`src/rtl/i2c_target_regfile.sv`:
```
// I2C target with an auto-incrementing register file and a parallel host port.
// SCL/SDA are synchronised, glitch-filtered and edge-decoded on the system clock.
module i2c_target_regfile #(
  parameter int NUM_REGS   = 16,
  parameter int FILTER_LEN = 3,
  localparam int PTR_W     = (NUM_REGS > 1) ? $clog2(NUM_REGS) : 1
) (
  input  logic             clk_i,
  input  logic             rst_i,
  input  logic             scl_i,
  input  logic             sda_i,
  output logic             sda_oe_o,
  input  logic [6:0]       dev_addr_i,
  input  logic [6:0]       dev_mask_i,
  input  logic [PTR_W-1:0] host_idx_i,
  input  logic [7:0]       host_wdata_i,
  input  logic             host_we_i,
  output logic [7:0]       host_rdata_o,
  output logic             wr_strobe_o,
  output logic [PTR_W-1:0] wr_idx_o,
  output logic [7:0]       wr_data_o,
  output logic             busy_o,
  output logic [2:0]       dbg_state_o
);

  typedef enum logic [2:0] {
    IDLE, ADDR, ADDR_ACK, WR_BYTE, WR_ACK, RD_BYTE, RD_ACK, WAIT_STOP
  } state_t;

  localparam logic [3:0] CNT_MAX = 4'(FILTER_LEN - 1);

  logic [1:0]       scl_sync, sda_sync;
  logic [3:0]       scl_cnt, sda_cnt;
  logic             scl_f, sda_f, scl_q, sda_q;
  logic             scl_rise, scl_fall, start_c, stop_c;

  state_t           state;
  logic [3:0]       bit_cnt;
  logic [7:0]       shifter;
  logic             rw, first_byte;
  logic [PTR_W-1:0] ptr;
  logic [7:0]       regs [NUM_REGS];
  logic [7:0]       rx_byte;
  logic             addr_match;

  // Idle bus is high, so the conditioning chain resets to 1 to avoid a fake edge.
  always_ff @(posedge clk_i) begin
    if (rst_i) begin
      scl_sync <= 2'b11;
      sda_sync <= 2'b11;
      scl_f    <= 1'b1;
      sda_f    <= 1'b1;
      scl_q    <= 1'b1;
      sda_q    <= 1'b1;
      scl_cnt  <= '0;
      sda_cnt  <= '0;
    end else begin
      scl_sync <= {scl_sync[0], scl_i};
      sda_sync <= {sda_sync[0], sda_i};
      scl_q    <= scl_f;
      sda_q    <= sda_f;
      if (scl_sync[1] == scl_f) begin
        scl_cnt <= '0;
      end else if (scl_cnt == CNT_MAX) begin
        scl_f   <= scl_sync[1];
        scl_cnt <= '0;
      end else begin
        scl_cnt <= scl_cnt + 4'd1;
      end
      if (sda_sync[1] == sda_f) begin
        sda_cnt <= '0;
      end else if (sda_cnt == CNT_MAX) begin
        sda_f   <= sda_sync[1];
        sda_cnt <= '0;
      end else begin
        sda_cnt <= sda_cnt + 4'd1;
      end
    end
  end

  assign scl_rise   = scl_f & ~scl_q;
  assign scl_fall   = ~scl_f & scl_q;
  assign start_c    = scl_f & sda_q & ~sda_f;
  assign stop_c     = scl_f & ~sda_q & sda_f;
  assign rx_byte    = {shifter[6:0], sda_f};
  assign addr_match = ((shifter[6:0] ^ dev_addr_i) & dev_mask_i) == 7'd0;

  assign host_rdata_o = regs[host_idx_i];
  assign dbg_state_o  = state;

  // Host write is issued first so a same-cycle I2C commit to that index overrides it.
  always_ff @(posedge clk_i) begin
    if (rst_i) begin
      state       <= IDLE;
      bit_cnt     <= '0;
      shifter     <= '0;
      rw          <= 1'b0;
      first_byte  <= 1'b0;
      ptr         <= '0;
      sda_oe_o    <= 1'b0;
      busy_o      <= 1'b0;
      wr_strobe_o <= 1'b0;
      wr_idx_o    <= '0;
      wr_data_o   <= '0;
      for (int i = 0; i < NUM_REGS; i++) regs[i] <= '0;
    end else begin
      wr_strobe_o <= 1'b0;
      if (host_we_i) regs[host_idx_i] <= host_wdata_i;

      if (start_c) begin
        state    <= ADDR;
        bit_cnt  <= '0;
        busy_o   <= 1'b1;
        sda_oe_o <= 1'b0;
      end else if (stop_c) begin
        state    <= IDLE;
        bit_cnt  <= '0;
        busy_o   <= 1'b0;
        sda_oe_o <= 1'b0;
      end else begin
        case (state)
          IDLE: ;
          ADDR: begin
            if (scl_rise) begin
              shifter <= rx_byte;
              if (bit_cnt == 4'd7) begin
                bit_cnt <= '0;
                rw      <= sda_f;
                state   <= addr_match ? ADDR_ACK : WAIT_STOP;
              end else begin
                bit_cnt <= bit_cnt + 4'd1;
              end
            end
          end
          // First fall starts the ACK; second fall ends it and sets up the data phase.
          ADDR_ACK: begin
            if (scl_fall) begin
              if (!sda_oe_o) begin
                sda_oe_o <= 1'b1;
              end else if (rw) begin
                state    <= RD_BYTE;
                sda_oe_o <= ~regs[ptr][7];
                shifter  <= {regs[ptr][6:0], 1'b0};
                bit_cnt  <= '0;
              end else begin
                state      <= WR_BYTE;
                sda_oe_o   <= 1'b0;
                first_byte <= 1'b1;
                bit_cnt    <= '0;
              end
            end
          end
          WR_BYTE: begin
            if (scl_rise) begin
              shifter <= rx_byte;
              if (bit_cnt == 4'd7) begin
                bit_cnt <= '0;
                state   <= WR_ACK;
                if (first_byte) begin
                  ptr        <= rx_byte[PTR_W-1:0];
                  first_byte <= 1'b0;
                end else begin
                  regs[ptr]   <= rx_byte;
                  wr_strobe_o <= 1'b1;
                  wr_idx_o    <= ptr;
                  wr_data_o   <= rx_byte;
                  ptr         <= ptr + 1'b1;
                end
              end else begin
                bit_cnt <= bit_cnt + 4'd1;
              end
            end
          end
          WR_ACK: begin
            if (scl_fall) begin
              if (!sda_oe_o) begin
                sda_oe_o <= 1'b1;
              end else begin
                sda_oe_o <= 1'b0;
                state    <= WR_BYTE;
              end
            end
          end
          // bit_cnt counts controller samples; the 8th sample's fall hands SDA back.
          RD_BYTE: begin
            if (scl_rise) begin
              bit_cnt <= bit_cnt + 4'd1;
            end else if (scl_fall) begin
              if (bit_cnt == 4'd8) begin
                sda_oe_o <= 1'b0;
                ptr      <= ptr + 1'b1;
                bit_cnt  <= '0;
                state    <= RD_ACK;
              end else begin
                sda_oe_o <= ~shifter[7];
                shifter  <= {shifter[6:0], 1'b0};
              end
            end
          end
          RD_ACK: begin
            if (scl_rise) begin
              if (!sda_f) begin
                state   <= RD_BYTE;
                shifter <= regs[ptr];
                bit_cnt <= '0;
              end else begin
                state <= WAIT_STOP;
              end
            end
          end
          WAIT_STOP: sda_oe_o <= 1'b0;
          default:   state <= IDLE;
        endcase
      end
    end
  end

endmodule

```
`config.mk`:
```
export PLATFORM = sky130hd
export DESIGN_NAME = i2c_target_regfile
export DESIGN_NICKNAME = d
export VERILOG_FILES = /design/src/rtl/i2c_target_regfile.sv
export SDC_FILE = /design/constraint.sdc
export NUM_CORES = 1
export LEC_CHECK = 0
export CORE_UTILIZATION = 50
export CTS_CLUSTER_SIZE = 16
export DETAILED_ROUTE_END_ITERATION = 8
export MAX_ROUTING_LAYER = met4
export PLACE_DENSITY = 0.68
export SLEW_MARGIN = 30
export SYNTH_ARGS = -nofsm -noshare
export SYNTH_HDL_FRONTEND = slang
export SYNTH_SLANG_ARGS = --single-unit
```
`constraint.sdc`:
```
create_clock -name clk_i -period 2.8 [get_ports clk_i]
set_clock_uncertainty 0.15 [all_clocks]
set_input_delay 0.28 -clock clk_i [delete_from_list [all_inputs] [get_ports clk_i]]
set_output_delay 0.28 -clock clk_i [all_outputs]
set_load 0.05 [all_outputs]
```
; ---- After elaboration in Yosys (flattened, before gate mapping)
; Memories as Yosys holds them, arrays and structs flattened. A register that Yosys moved wholly into a read port is not among the register bits.
; Cells that the tools add are included.
[totals]
mem_bits_rw = 128
elab_cells = 196
out_inout_bits = 26
ff_bits = 52
mem_count = 1
[mem_list]
columns = memory, depth, width, rd, rd_ports_with_merged_regs, write_ports, line_no
row1 = regs, 16, 8, 2, 1, 16, 42  ; logic [7:0] regs [NUM_REGS];
[op_classes]
bitwise = 19
add_sub_neg = 4
reduce_logical = 25
n_eq_ne = 44
muxes = 83
[op_table]
columns = cell, n
row1 = 2-to-1 mux 8 bit, 11
row2 = 2-to-1 mux 4 bit, 19
row3 = inequality test 4 bit (second input constant), 12
row4 = 2-to-1 mux 3 bit, 14
row5 = 2-to-1 mux 1 bit, 32
row6 = inequality test 2 bit (second input constant), 16
row7 = one-hot mux 8 bit (4 select lines), 1
row8 = AND reduction 13 bit, 2
row9 = AND reduction 8 bit, 3
row10 = one-hot mux 3 bit (6 select lines), 1
row11 = adder 4 x 1 -> 4 bit (second input constant), 4
row12 = one-hot mux 4 bit (4 select lines), 1
row13 = OR reduction 8 bit, 2
row14 = equality test 3 bit (second input constant), 4
row15 = AND reduction 12 bit, 1
row16 = inverter 1 bit, 11
row17 = AND reduction 5 bit, 2
row18 = OR reduction 3 bit, 3
row19 = equality test 4 x 2 -> 1 bit (second input constant), 2
row20 = one-hot mux 4 bit (2 select lines), 1
row21 = nonzero test 4 bit, 2
row22 = nonzero test 8 bit, 1
row23 = AND 7 bit, 1
row24 = logical NOT 7 bit, 1
row25 = other kinds (17), 28

; ---- Longest topological paths before layout
[logic_depth]
word_depth = 10
ltp_mapped = 10
ltp_nobuf = 7

; ---- Worst setup path before layout
; Ideal clock, no wire load.
[synth_timing]
path_kind = register to register
from = reg state[0], in the netlist dbg_state_o[0]
to = mem regs[0][0] (enable)
arrival_ns = 2.073
n_path_buf = 2
synth_period_minus_slack_ns = 2.552
stages_incl_launch_ff = 7
slack_ns = 0.248
cell_sequence = dfxtp_1 > nand3b_1 > a2111oi_4 > buf_6 > nand4b_2 > buf_2 > nand2_1
[synth_rtl]
columns = item, line_no
row1 = "start, declared", 37  ; state_t state;
row2 = "start signal, assigned", 129  ; state <= addr_match ? ADDR_ACK : WAIT_STOP;
row3 = "end, declared", 42

==> flow_summary_export.csv <==
group,metric,value,unit
run_status,status,"finished clean",
timing,relSlewSlack,39.6,%
final_layout,multiInputGateArea,5590,um^2
final_layout,fin_nets,1089,
worst_setup_path,crit_path_max_fanout,17,
global_route,grtUsageTotal,31.3,%
die,die_w,151,um
timing,fin_crit,2.66,ns
route,ant_nets,0,
clocking,h-tree-depth,4,
worst_setup_path,crit_path_cell_trace,"ha_1 > nand4b_4 > a2111oi_4 > buf_12 > nand4b_4 > nand2_1",
place,gp_congestion,0.938,
worst_setup_path,reg2reg_to,"regs[6][7]",
global_route,grt_pass1_wl,50.3,mm
die,dieHeight,151,um
synth,yosys.cell_types.count,69,
timing,setup_viol,0,
pwr,power_density,489,nW/um^2
route,drc,0,
clocking,clkTransAtPathRegs,0.08,ns
worst_setup_path,cp_common_cell,"nand4b_4",
synth,yosys_warnings,0,
final_layout,final_cell_area,12600,um^2
route,wl_per_cell,24.9,um
synth,synth_nets,1050,
worst_setup_path,setup.worst_path.start,"bit_cnt[0]",
final_layout,fin_cells,1339,
timing,rsz0062_at_grt,"false",
route,drt_wl_total,33.3,mm
worst_setup_path,cp-start-kind,"register",
final_layout,regArea,4970,um^2
clocking,cts_buffer_depth,2,
worst_setup_path,setup.worst_path.class,"register to register",
timing,drv_slew,0,
min_path,min_path_type,"input port to register",
worst_setup_path,rrSetupSlack,0.14,ns
clocking,cts_root_buf,"clkbuf_16",
final_layout,n_fill_cell,1787,
global_route,gr-total-overflow,0,
timing,hold_viol,0,
synth,synth_ff_type,"edfxtp_1",
synth,synth_area,11100,um^2
worst_setup_path,cpPeakStageDelay,0.44,ns
route,drtIter0Drc,1151,
final_layout,syn_to_final_growth,13.7,%
route,viasPerCell,6.66,
final_layout,final_cell_mix,"o21ai_0, nand3_1, edfxtp_1, nor2_1, buf_4",
pwr,power.leakage,0.00428,uW
timing,worst_pin_slew,0.904,ns
final_layout,layout_commonest_cell,"o21ai_0",
worst_setup_path,r2r_cells,6,
place,hpwl,24.1,mm
timing,fmax,376,MHz
clocking,clk-insertion-delay-late,0.44,ns
worst_setup_path,crit_buf_inv,1,
worst_setup_path,cp.arrival,2.61,ns
worst_setup_path,r2r-start,"bit_cnt[0]",
clocking,cts_setup_buffers,0,
global_route,antenna_found_initial,0,
worst_setup_path,critPathRequiredTime,2.75,ns
die,initial_utilization,51.0,%
synth,ys_ff_latch,184,
place,dp_cells,1307,
clocking,clock-sinks,184,
die,dieArea,22800,um^2
clocking,cts_tree,"yes",
place,io_buffers,56,
route,num_vias,8917,
worst_setup_path,critical_path_depth,6,
synth,async_reset_ff_share,0,%
worst_setup_path,worst_path_max_delay_cell,"a2111oi_4",
clocking,cts_buffers,17,
run,drv_cap,0,
final_layout,drive_gt1_share,18.6,%
route,dr.pass1.iters,5,
timing,period_share,95.0,%
die,io_pins,57,
timing,tns,0,ns
pwr,vdd_ir_drop_max,0.498,mV
die,core-area,21800,um^2
global_route,grt_max_degree,37,
die,rows,54,
synth,syn_inst,1007,
place,place_area,12000,um^2
synth,synth_edf_count,128,
worst_setup_path,worstSetupEndpoint,"regs[6][7]",
worst_setup_path,critPathCaptureType,"register",
worst_setup_path,crit_family,"simple AND/OR/NAND/NOR gates",
final_layout,antenna_cells,0,
global_route,grt_pass1_vias,8244,
final_layout,fin_util,58.0,%
synth,ys_seq_area_share,44.8,%
synth,synth_area_per_cell,11.0,um^2
-- layout make-up --
cell class                 instances  area share, %
clock buffer                      17           3.37
clock inverter                    15           1.42
sequential                       184           39.4
timing repair buffer             112           8.03
multi-input combinational        709           44.4
inverter                          22          0.655
tap                              280           2.78
-- sequential cells by signal, summed over array words and instances (netlist names), 2 cells and up, named ones only --
| signal | flops |
|---|---|
| scl_cnt | 4 |
| sda_sync | 2 |
| dbg_state_o | 3 |
| bit_cnt | 4 |
| regs | 128 |
| shifter | 8 |
| wr_data_o | 8 |
| sda_cnt | 4 |
| wr_idx_o | 4 |
| scl_sync | 2 |
| ptr | 4 |
-- cells by family after synthesis --
logic type      count (synthesis)  share of synthesized area [%]
buf+inv                       114                           4.87
simple gates                  354                           18.0
xor+xnor                       15                           1.18
fa+ha+maj                      12                           1.35
flops                         184                           44.8
compound gates                221                           11.9
mux                           107                           17.9
-- through the flow --
stage	setup WS (ns)	total power (uW)	hold WS [ns]
after floorplan	0.248	3500	0.234
after global placement	0.213	3720	0.246
after detailed placement	0.131	3730	0.242
after CTS	0.128	6170	0.235
after global routing	0.00556	6320	0.239
final	0.140	6160	0.243
-- power by group --
part,internal [uW],total (uW),switching (uW)
Combinational,257,569,312
Clock,1220,2480,1260
Sequential,3020,3120,99.2
-- what timing repair did --
action / in CTS / in global routing
hold buffers: 0 / 0
setup endpoints to repair: 0 / 18
resized for setup: 0 / 4
-- worst min path at each step --
stage	cells past startpoint	endpoint	from
floorplan	1	scl_sync[0]	scl_i
global placement	1	sda_sync[1]	sda_sync[0]
detailed placement	1	scl_sync[1]	scl_sync[0]
CTS	2	scl_sync[0]	scl_i
global route	2	sda_sync[0]	sda_i
finish	2	scl_sync[0]	scl_i
-- synth_stat cells, types with 3 or more instances --
cell type,instances,area (um^2)
a211oi_1,3,22.5
a21o_1,8,60.1
a21oi_1,19,95.1
a22oi_1,6,45.0
a31oi_1,4,25.0
a32oi_1,3,26.3
a41o_1,7,70.1
and2_1,5,31.3
buf_1,9,33.8
buf_2,28,140
buf_4,4,30.0
buf_6,4,45.0
clkbuf_1,45,169
dfxtp_1,56,1120
edfxtp_1,128,3840
ha_1,12,150
inv_1,22,82.6
mux2_2,9,101
mux2i_1,30,300
mux4_1,14,368
mux4_2,54,1220
nand2_1,42,158
nand2b_1,15,93.8
nand3_1,138,691
nand3b_1,10,75.1
nand4_1,3,18.8
nand4b_2,6,90.1
nand4b_4,7,166
nand4bb_1,3,33.8
nor2_1,75,282
nor2b_1,11,68.8
nor3_1,10,50.1
nor3b_1,4,30.0
o21ai_0,141,706
o21ai_1,4,20.0
or2_2,8,50.1
or3_1,5,31.3
xnor2_1,4,35.0
xor2_1,11,96.3
-- per-layer routing --
| metal | up-vias | global-route usage (%) | wire (um) |
|---|---|---|---|
| met5 | - | - | 0 |
| met4 | 0 | 13.5 | 1370 |
| met3 | 98 | 4.64 | 3260 |
| met2 | 574 | 47.2 | 15400 |
| met1 | 4320 | 42.1 | 13300 |
| li1 | 3925 | - | - |
-- worst reg2reg max path: stages (launching register included) --
cell	delay, ns
dfxtp_1	0.39
ha_1	0.28
nand4b_4	0.17
a2111oi_4	0.44
buf_12	0.25
nand4b_4	0.25
nand2_1	0.39
Power figures use the tool's default switching activity.
